### src/rtl/sipo_pkg.sv
// Shared helpers for the serial-in/parallel-out frame loader.
// Frame geometry (chunks per frame, counter width) and chunk-order encodings
// live here so the top level and the shift core agree on them.
package sipo_pkg;

    // Chunk order: first chunk lands in the top slice (MSB first) or the
    // bottom slice (LSB first) of the assembled frame.
    localparam int unsigned ORDER_MSB_FIRST = 0;
    localparam int unsigned ORDER_LSB_FIRST = 1;

    // Number of N-bit chunks in an M-bit frame.
    function automatic int unsigned chunks(input int unsigned m, input int unsigned n);
        return m / n;
    endfunction

    // Width of a counter holding 0..k-1, never narrower than one bit.
    function automatic int unsigned cnt_w(input int unsigned k);
        return (k <= 2) ? 1 : $clog2(k);
    endfunction

endpackage

### src/rtl/sipo_shift_core.sv
// Shift register that assembles a frame one chunk at a time.
// next_value_o is the frame as it would look after shifting din_i in; the
// top level uses it to load the shadow register on the completing chunk
// without waiting a cycle for the shift register to catch up.
module sipo_shift_core
    import sipo_pkg::*;
#(
    parameter int unsigned N         = 4,
    parameter int unsigned M         = 64,
    parameter int unsigned LSB_FIRST = ORDER_MSB_FIRST
) (
    input  logic         clk,
    input  logic         rst,
    input  logic         shift_en_i,
    input  logic         clear_i,
    input  logic [N-1:0] din_i,
    output logic [M-1:0] next_value_o,
    output logic [M-1:0] value_o
);

    logic [M-1:0] value_q;
    logic [M-1:0] value_d;

    if (N < 1 || (M % N) != 0 || (M / N) < 2) begin : g_bad_params
        $error("sipo_shift_core: M must be a multiple of N with M/N >= 2");
    end

    // Chunk order decides which end the new chunk enters from.
    if (LSB_FIRST == ORDER_LSB_FIRST) begin : g_lsb_first
        assign next_value_o = {din_i, value_q[M-1:N]};
    end else begin : g_msb_first
        assign next_value_o = {value_q[M-N-1:0], din_i};
    end

    // Clear wins over shift: a completed or aborted frame restarts from zero.
    always_comb begin
        value_d = value_q;
        if (clear_i) begin
            value_d = '0;
        end else if (shift_en_i) begin
            value_d = next_value_o;
        end
    end

    // Shift register state.
    always_ff @(posedge clk or posedge rst) begin
        if (rst) begin
            value_q <= '0;
        end else begin
            value_q <= value_d;
        end
    end

    assign value_o = value_q;

endmodule

### src/rtl/sipo_frame_loader.sv
// Double-buffered serial-in/parallel-out frame loader.
// Chunks shift into a working register; the completing chunk copies the whole
// frame into a shadow register that drives out_data, so a finished frame stays
// stable while the next one assembles. Only the completing chunk can stall on
// an unconsumed frame; earlier chunks of the next frame are always taken.
module sipo_frame_loader
    import sipo_pkg::*;
#(
    parameter int unsigned N         = 4,
    parameter int unsigned M         = 64,
    parameter int unsigned LSB_FIRST = ORDER_MSB_FIRST,
    localparam int unsigned K        = chunks(M, N),
    localparam int unsigned CW       = cnt_w(K)
) (
    input  logic          clk,
    input  logic          rst,
    input  logic          ce,
    input  logic          in_valid,
    input  logic [N-1:0]  in_data,
    output logic          in_ready,
    input  logic          frame_clear,
    output logic          out_valid,
    output logic [M-1:0]  out_data,
    input  logic          out_ready,
    output logic [CW-1:0] chunk_count
);

    localparam logic [CW-1:0] LAST_IDX = CW'(K - 1);

    if (N < 1 || (M % N) != 0 || (M / N) < 2) begin : g_bad_params
        $error("sipo_frame_loader: M must be a multiple of N with M/N >= 2");
    end

    logic [CW-1:0] cnt_q,       cnt_d;
    logic          out_valid_q, out_valid_d;
    logic [M-1:0]  out_data_q,  out_data_d;

    logic          is_last;
    logic          acc;
    logic          complete;
    logic          shift_en;
    logic          core_clear;
    logic [M-1:0]  frame_next;
    logic [M-1:0]  frame_partial;

    assign is_last  = (cnt_q == LAST_IDX);

    // The completing chunk may enter only if the shadow register is free or
    // is being emptied in this very cycle; everything else is gated by ce and
    // by an abort request.
    assign in_ready = ce & ~frame_clear & (~is_last | ~out_valid_q | out_ready);

    assign acc        = in_valid & in_ready;
    assign complete   = acc & is_last;
    assign shift_en   = acc & ~is_last;
    assign core_clear = frame_clear | complete;

    sipo_shift_core #(
        .N         (N),
        .M         (M),
        .LSB_FIRST (LSB_FIRST)
    ) u_core (
        .clk          (clk),
        .rst          (rst),
        .shift_en_i   (shift_en),
        .clear_i      (core_clear),
        .din_i        (in_data),
        .next_value_o (frame_next),
        .value_o      (frame_partial)
    );

    // Chunk counter: restarts on abort or completion, advances on accept.
    always_comb begin
        cnt_d = cnt_q;
        if (frame_clear || complete) begin
            cnt_d = '0;
        end else if (acc) begin
            cnt_d = cnt_q + 1'b1;
        end
    end

    // Output handshake: a completion in the same cycle as a take keeps
    // out_valid high, so back-to-back frames have no bubble.
    always_comb begin
        out_valid_d = out_valid_q;
        out_data_d  = out_data_q;
        if (complete) begin
            out_valid_d = 1'b1;
            out_data_d  = frame_next;
        end else if (out_valid_q && out_ready) begin
            out_valid_d = 1'b0;
        end
    end

    // Counter and shadow register state.
    always_ff @(posedge clk or posedge rst) begin
        if (rst) begin
            cnt_q       <= '0;
            out_valid_q <= 1'b0;
            out_data_q  <= '0;
        end else begin
            cnt_q       <= cnt_d;
            out_valid_q <= out_valid_d;
            out_data_q  <= out_data_d;
        end
    end

    assign out_valid   = out_valid_q;
    assign out_data    = out_data_q;
    assign chunk_count = cnt_q;

    // The partial frame is internal; it is exposed only for hierarchical
    // debug visibility and deliberately unused here.
    logic unused_partial;
    assign unused_partial = ^frame_partial;

endmodule

### config.mk
export PLATFORM = sky130hd
export DESIGN_NAME = sipo_frame_loader
export DESIGN_NICKNAME = d
export VERILOG_FILES = /design/src/rtl/sipo_pkg.sv /design/src/rtl/sipo_shift_core.sv /design/src/rtl/sipo_frame_loader.sv
export SDC_FILE = /design/constraint.sdc
export NUM_CORES = 1
export LEC_CHECK = 0
export ABC_CLOCK_PERIOD_IN_PS = 13300
export BUFFER_PORTS_ARGS = -buffer_cell sky130_fd_sc_hd__buf_2
export CORE_MARGIN = 2
export CORE_UTILIZATION = 30
export CTS_BUF_LIST = sky130_fd_sc_hd__clkbuf_8
export DETAILED_ROUTE_END_ITERATION = 8
export PLACE_DENSITY = 0.43
export SLEW_MARGIN = 25
export SYNTH_ARGS = -nofsm -noshare
export SYNTH_HDL_FRONTEND = slang
export SYNTH_SLANG_ARGS = --single-unit
export TNS_END_PERCENT = 1
### constraint.sdc
create_clock -name clk -period 13.3 [get_ports clk]
set_clock_uncertainty 0.1 [all_clocks]
set_input_delay 2.66 -clock clk [delete_from_list [all_inputs] [get_ports clk]]
set_output_delay 2.66 -clock clk [all_outputs]
set_load 0.05 [all_outputs]
# == Word level (Yosys, flattened, before mapping) ==
# Index checks and enable logic that the tools add are counted.
# classes
bitwise,11
n_reduce_logical,5
muxes,6
n_eq_ne,1
add_sub_neg,1
# op_table
op,count
$mux W60,2
$mux W4,2
$reduce_bool A2 Y1,3
$and A1 B1 Y1,5
$add A4 B1 Y4 const B,1
$eq A4 B4 Y1 const B,1
$not A1 Y1,3
$or A1 B1 Y1,3
$mux W1,2
$logic_and A1 B1 Y1,1
$logic_or A1 B1 Y1,1
# word_totals
ff_bits,129
out_inout_bits,70
in_bits,10
elab_cells,28

# == Logic depth before layout (Yosys ltp) ==
# Gate-level depths: netlist of run 1.
# depth
depth_word,9
mapped_depth,6
mapped_depth_nobuf,4

# == Cells and area by module ==
# From an unflattened synthesis of run 1, not the netlist that was laid out.
# hier_totals
cells_unflattened,436
hier_area_um2,5793.1
# modules_own_cells
module,area_each_um2,cells_per_inst,seq_area_each_um2,n_inst
sipo_shift_core,3101.7,271,1601.5,1
sipo_frame_loader,2691.3,165,1726.7,1

# == Least setup slack after synthesis of run 1 ==
# Ideal clock, no wire load.
# synth_path
kind,input port to output port
from,in ce
to,out in_ready
t_arrival_ns,3.238
setup_slack_ns,7.302
cell_stages,2
required_time_ns,10.540
path_buffers,1
path_cell_list,clkbuf_2 -> o211a_1
# synth_between
elab_chain_cells,2
# synth_lines
element,line,source
start: declaration,sipo_frame_loader.sv:17,"input logic ce,"
$and A1 B1 Y1 (2 in a row),sipo_frame_loader.sv:51,assign in_ready = ce & ~frame_clear & (~is_last | ~out_valid_q | out_ready);
end: declaration,sipo_frame_loader.sv:20,"output logic in_ready,"
# Every way passes these cells.

# == Worst setup path after layout of run 1 ==
# layout_path
from,in frame_clear
to,out in_ready
# layout_between
elab_chain_cells,3
# layout_lines
element,line,source
start: declaration,sipo_frame_loader.sv:21,"input logic frame_clear,"
$not A1 Y1,sipo_frame_loader.sv:51,
$and A1 B1 Y1 (2 in a row),sipo_frame_loader.sv:51,
# Every way passes these cells.

==> reports/results.tsv, run 1 <==
stage	metric	value	unit
floorplan	die_w	137	um
critical_path	crit_path_start	frame_clear	
clocking	worstSkewPairLatency	0.45	ns
critical_path	rrSetupSlack	10.69	ns
floorplan	design.core.area	17300	um^2
final_layout	area_delta_synth_final	17.2	%
drt	routed_wl	12700	um
timing	finalSetupViolCount	0	
timing	tightest_slew	0.975	ns
timing	rsz0062_at_grt	false	
final_layout	drive_above_1_share	32.1	%
clocking	clock-root-buffer	clkbuf_8	
clocking	cts_buffers	17	
placed_design	placed_cell_area	5830	um^2
global_route	grt_pass1_wl	20500	um
job	maxCapViolCount	0	
critical_path	cp_data_arrival_time	3.43	ns
synthesis	avgSynthCellArea	11.9	um^2
critical_path	required	10.54	ns
synthesis	yosys.area.top_type_share	61.0	%
drt	drcViolationCount	0	
power	peakVddDrop	0.0531	mV
drt	vias	3749	
power	p_leak	3.02	nW
timing	drv_slew	0	
global_route	antenna_found_initial	0	
global_route	grt_pass1_vias	3763	
hold_path	hold_path_class	reg2reg	
outcome	status	finished clean	
floorplan	start_util	30.6	%
timing	layout_min_cycle_time	6.19	ns
synthesis	synth.largest_area_cell	dfrtp_1	
critical_path	crit_path_start_kind	input pin	
hold_path	hp-start	out_data[49]	
critical_path	critPathKind	in2out	
synthesis	syn_area	5300	um^2
timing	hold_viol_final	0	
timing	period_share	46.5	%
global_route	grtUsageTotal	14.4	%
clocking	cts_hold_buf	0	
synthesis	ys_seq_area_share	61.0	%
critical_path	reg2reg_depth	6	
timing	finalSetupTns	0	ns
critical_path	critPathCapture	in_ready	
synthesis	ys_seq_elements	129	
clocking	cts_max_level	4	
drt	drt_first_pass_iters	5	
clocking	tritoncts	built	
critical_path	critPathCaptureType	output port	
final_layout	fillCellCount	1778	
placed_design	hpwl	7260	um
floorplan	io_pins	80	
drt	via_per_inst	5.03	
critical_path	path_common_cell	buf_2	
power	power_density	118	nW/um^2
final_layout	final_area	6200	um^2
critical_path	r2r-start	chunk_count[0]	
clocking	ctsResizeCount	0	
critical_path	path_buf_inv	3	
timing	slew_headroom	34.9	%
global_route	grt_max_degree	68	
floorplan	die_h	137	um
synthesis	syn_nets	457	
clocking	clock_sinks	129	
synthesis	synth_warnings	0	
synthesis	syn_inst	446	
final_layout	layout_common_cells	dfrtp_1 (129), buf_2 (79), a21oi_1 (62)	
final_layout	nets	520	
power	power	0.734	mW
placed_design	gp_congestion	0.692	
drt	ant_nets	0	
final_layout	final_common_cell	dfrtp_1	
drt	drt-initial-drc-count	205	
floorplan	fp-row-count	48	
floorplan	fp.dieArea	18700	um^2
critical_path	slowest_delay	0.26	ns
critical_path	cp_slowest_cell	buf_2	
final_layout	antenna_cells	0	
clocking	clk_path_buf_depth	2	
clocking	cts_setup_buffers	0	
critical_path	crit_path_max_fanout	7	
clocking	path_clk_slew	0.06	ns
placed_design	io_buffers	79	
timing	clock.fmax	0.162	GHz
drt	wl_per_cell	17.1	um
critical_path	cp_top_family	buffers and inverters	
global_route	grt-ovfl-total	0	
critical_path	crit_chain	buf_2 > inv_1 > o211a_1 > buf_2	
critical_path	cp_num_cells	4	
synthesis	yosysUniqueCellTypes	33	
critical_path	reg2reg_to	out_data[34]	
synthesis	synthTopCellsByArea	dfrtp_1 (61%), mux2_2 (10%), a21oi_1 (5.9%), nand3_1 (5.8%), o21ai_0 (5.8%)	
-- metal layers --
layer  share of wire [%]  wire length, um  GRT usage [%]
met1                  47             5970           19.3
met2                  47             5940           22.2
met3                 5.0              637           4.41
met4                 1.4              180           4.98
met5                   0                0              0
-- state kept, by name, summed over array words and instances, names as in the netlist --
signal / cells
chunk_count: 4
out_data: 64
out_valid: 1
u_core.value_o: 60
-- stage by stage --
stage | setup WS (ns) | instances | utilization [%] | hold WS [ns]
4_1_cts | 7.12 | 745 | 35.8 | 0.385
3_5_place_dp | 7.12 | 715 | 33.7 | 0.369
5_1_grt | 7.08 | 745 | 35.9 | 0.399
6_report | 7.11 | 745 | 35.9 | 0.377
3_3_place_gp | 7.14 | 715 | 33.7 | 0.362
2_1_floorplan | 7.10 | 446 | - | 0.358
-- worst reg2reg max path: cells and delay by family (launching register included) --
| family | cells | cell delay (ns) |
|---|---|---|
| adder cells (fa/ha/maj) | 1 | 0.25 |
| multiplexers | 1 | 0.42 |
| buffers and inverters | 2 | 0.89 |
| flip-flops | 1 | 0.42 |
| AND/OR/NAND/NOR | 2 | 0.43 |
-- synthesized netlist by cell type (all sizes together) --
cell and number:
a211oi 1, mux2i 1, nand3 62, o311a 1, mux2 65, nand4 2
inv 2, nor2 2, nor2b 1, o211ai 1, o311ai 1, clkbuf 33
nand3b 1, dfrtp 129, o211a 1, and3 1, o21ai 61, o31ai 2
a31oi 2, and3b 1, buf 8, nand2 2, nand2b 1, nor3 2
a21oi 62, ha 1
-- area by class of cell --
type | count | area (um^2) | area share [%]
well taps | 225 | 282 | 4.54
inverters | 2 | 12.5 | 0.202
multi-input cells | 274 | 1870 | 30.2
clock buffers | 22 | 303 | 4.88
clock inverters | 8 | 65.1 | 1.05
flip-flops and latches | 129 | 3230 | 52.0
repair buffers | 85 | 440 | 7.10
-- power breakdown --
| part | total [mW] | leakage (nW) | switching, mW | internal, mW |
|---|---|---|---|---|
| registers | 0.394 | 1.80 | 0.000872 | 0.393 |
| logic | 0.0251 | 1.02 | 0.0212 | 0.00388 |
| clock network | 0.315 | 0.198 | 0.147 | 0.167 |
| total | 0.734 | 3.02 | 0.169 | 0.565 |
-- worst min path at each step --
stage | depth (start not counted) | to
after floorplan | 1 | out_data[63]
after global placement | 1 | out_data[37]
after detailed placement | 1 | out_data[49]
after CTS | 1 | out_data[49]
after global routing | 1 | out_data[51]
final | 1 | out_data[49]
-- cell families (layout without fill, tap and decap cells) --
| logic type | Yosys count | in the layout | share of synthesized area [%] |
|---|---|---|---|
| multiplexers | 66 | 66 | 14.0 |
| flip-flops | 129 | 129 | 61.0 |
| buffers and inverters | 43 | 117 | 3.95 |
| AND/OR/NAND/NOR | 75 | 75 | 7.77 |
| AO/OA/AOI/OAI | 132 | 132 | 13.1 |
| adder cells (fa/ha/maj) | 1 | 1 | 0.236 |
Power figures use the tool's default switching activity.
==> run 2, diff against run 1 <==
--- a/config.mk
+++ b/config.mk
@@ -5,7 +5,7 @@
 export SDC_FILE = /design/constraint.sdc
 export NUM_CORES = 1
 export LEC_CHECK = 0
-export ABC_CLOCK_PERIOD_IN_PS = 13300
+export ABC_CLOCK_PERIOD_IN_PS = 6300
 export BUFFER_PORTS_ARGS = -buffer_cell sky130_fd_sc_hd__buf_2
 export CORE_MARGIN = 2
 export CORE_UTILIZATION = 30
==> constraint.sdc (replaced) <==
create_clock -name clk -period 6.3 [get_ports clk]
set_clock_uncertainty 0.1 [all_clocks]
set_input_delay 1.26 -clock clk [delete_from_list [all_inputs] [get_ports clk]]
set_output_delay 1.26 -clock clk [all_outputs]
set_load 0.05 [all_outputs]
==> reports/results.tsv, run 2 (synthesis gave the netlist of run 1 again) <==
stage	metric	value	unit	change
power	p_leak	3.00	nW	was 3.02 nW
power	internal_power	1.18	mW	was 0.565 mW
critical_path	slowest_delay	0.28	ns	was 0.26 ns
job	maxCapViolCount	0		unchanged
timing	period_share	54.2	%	
clocking	clock-root-buffer	clkbuf_8		unchanged
clocking	tritoncts	built		unchanged
critical_path	cp_slowest_cell	buf_2		unchanged
clocking	path_clk_slew	0.07	ns	was 0.06 ns
clocking	clk_path_buf_depth	2		unchanged
power	power_switching	0.352	mW	was 0.169 mW
clocking	worstSkewPairLatency	0.45	ns	about the same
timing	tightest_slew	1.03	ns	was 0.975 ns
critical_path	crit_path_start_kind	input pin		unchanged
floorplan	die_w	137	um	unchanged
power	p_sw_share	23.0	%	was 23.1%
floorplan	start_util	30.6	%	unchanged
clocking	ctsResizeCount	0		unchanged
final_layout	final_cells	743		was 745
critical_path	critPathCaptureType	output port		unchanged
global_route	grt_pass1_vias	3642		was 3763
floorplan	die_h	137	um	unchanged
final_layout	antenna_cells	0		unchanged
timing	finalSetupTns	0	ns	unchanged
floorplan	fp.dieArea	18700	um^2	unchanged
power	power_density	248	nW/um^2	was 118 nW/um^2
clocking	cts_hold_buf	0		unchanged
timing	finalSetupViolCount	0		unchanged
placed_design	gp_congestion	0.712		was 0.692
outcome	status	finished clean		unchanged
power	p_comb_share	3.4	%	about the same
final_layout	final_area	6180	um^2	was 6200 um^2
final_layout	multi_input_area	1870	um^2	about the same
power	seq_power_share	54.3	%	was 53.7%
critical_path	cp_data_arrival_time	2.05	ns	was 3.43 ns
final_layout	nets	519		was 520
clocking	cts_buffers	17		unchanged
timing	hold_viol_final	0		unchanged
final_layout	layout_common_cells	dfrtp_1 (129), buf_2 (79), a21oi_1 (62)		unchanged
clocking	cts_max_level	4		unchanged
power	power	1.53	mW	was 0.734 mW
power	peakVddDrop	0.111	mV	was 0.0531 mV
drt	drcViolationCount	0		unchanged
final_layout	fillCellCount	1754		was 1778
drt	via_per_inst	4.98		was 5.03
final_layout	utilization	35.7	%	was 35.9%
global_route	grt_max_degree	71		was 68
final_layout	seq_area	3230	um^2	unchanged
placed_design	io_buffers	79		unchanged
global_route	grt_pass1_wl	20200	um	was 20500 um
hold_path	hold_path_class	reg2reg		unchanged
global_route	antenna_found_initial	0		unchanged
critical_path	reg2reg_depth	6		unchanged
critical_path	required	4.94	ns	was 10.54 ns
timing	drv_slew	0		unchanged
critical_path	crit_chain	buf_2 > inv_1 > o211a_1 > buf_2		unchanged
critical_path	path_common_cell	buf_2		unchanged
drt	drt-initial-drc-count	247		was 205
final_layout	final_common_cell	dfrtp_1		unchanged
floorplan	fp-row-count	48		unchanged
floorplan	io_pins	80		unchanged
drt	routed_wl	12700	um	about the same
critical_path	crit_path_max_fanout	7		unchanged
drt	wl_per_cell	17.1	um	about the same
drt	ant_nets	0		unchanged
global_route	grtUsageTotal	14.2	%	was 14.4%
drt	vias	3700		was 3749
clocking	clock_sinks	129		unchanged
critical_path	critPathKind	in2out		unchanged
placed_design	placed_cell_area	5830	um^2	about the same
floorplan	design.core.area	17300	um^2	unchanged
timing	slew_headroom	31.0	%	was 34.9%
timing	clock.fmax	0.293	GHz	
timing	layout_min_cycle_time	3.41	ns	
clocking	cts_setup_buffers	0		unchanged
placed_design	numPlacedInstances	714		was 715
timing	rsz0062_at_grt	false		unchanged
placed_design	hpwl	7480	um	was 7260 um
final_layout	drive_above_1_share	32.2	%	was 32.1%
final_layout	area_delta_synth_final	16.7	%	was 17.2%
hold_path	hold-path-cell-count	1		unchanged
drt	drt_first_pass_iters	4		was 5
power	p_clk_share	42.2	%	was 42.9%
final_layout	largest_reg_flops	64		unchanged
global_route	grt-ovfl-total	0		unchanged
[run 2: cell types whose count changed in the layout (fill, tap and decap cells not counted)]
| cell | before | now |
|---|---|---|
| and3_4 | 1 | 0 |
| and3b_2 | 1 | 0 |
| and3b_4 | 0 | 1 |
| inv_1 | 5 | 3 |
| clkinvlp_4 | 2 | 1 |
| clkbuf_8 | 22 | 21 |
| clkinv_2 | 1 | 4 |
| and3_2 | 0 | 1 |
| buf_4 | 6 | 5 |
[run 2: per-layer routing]
metal	vias to the layer above	wire length, um	GRT usage (%)
met5	-	0	0
met3	15	603	3.70
met1	1871	6070	19.9
met2	84	5790	20.8
met4	0	220	6.47
li1	1730	-	-
[run 2: per-stage QoR]
step	setup WS, ns	hold WS [ns]
after floorplan	1.50	0.358
after global placement	2.81	0.368
after detailed placement	2.74	0.373
after CTS	2.89	0.392
after global routing	2.86	0.411
final	2.89	0.384
[run 2: worst paths after layout]
check / slack [ns] / endpoint / startpoint
max: 2.89 / in_ready / frame_clear
min: 0.38 / out_data[2] / out_data[2]
max reg2reg: 3.30 / u_core.value_o[27] / chunk_count[0]
min reg2reg: 0.38 / out_data[2] / out_data[2]
max in group asynchronous: 4.06 / out_data[32] / rst
min in group asynchronous: 0.81 / out_data[60] / rst
[run 2: layout make-up]
class | count | area share [%]
Multi-Input combinational cell | 274 | 30.3
Clock buffer | 21 | 4.68
Tap cell | 225 | 4.55
Sequential cell | 129 | 52.2
Inverter | 2 | 0.202
Timing Repair Buffer | 84 | 7.00
Clock inverter | 8 | 1.05
[run 2: power by group through the flow]
| stage | combinational, mW | sequential [mW] | clock, mW |
|---|---|---|---|
| after detailed placement | 0.0542 | 0.848 | 0 |
| after global routing | 0.0592 | 0.832 | 0.706 |
| after floorplan | 0.0316 | 0.851 | 0 |
| after global placement | 0.0535 | 0.848 | 0 |
| after CTS | 0.0544 | 0.832 | 0.673 |
| final | 0.0527 | 0.832 | 0.647 |
[run 2: worst max-delay path: cells and delay by family]
| family | cells | cell delay, ns |
|---|---|---|
| AO/OA/AOI/OAI | 1 | 0.22 |
| buffers and inverters | 3 | 0.58 |
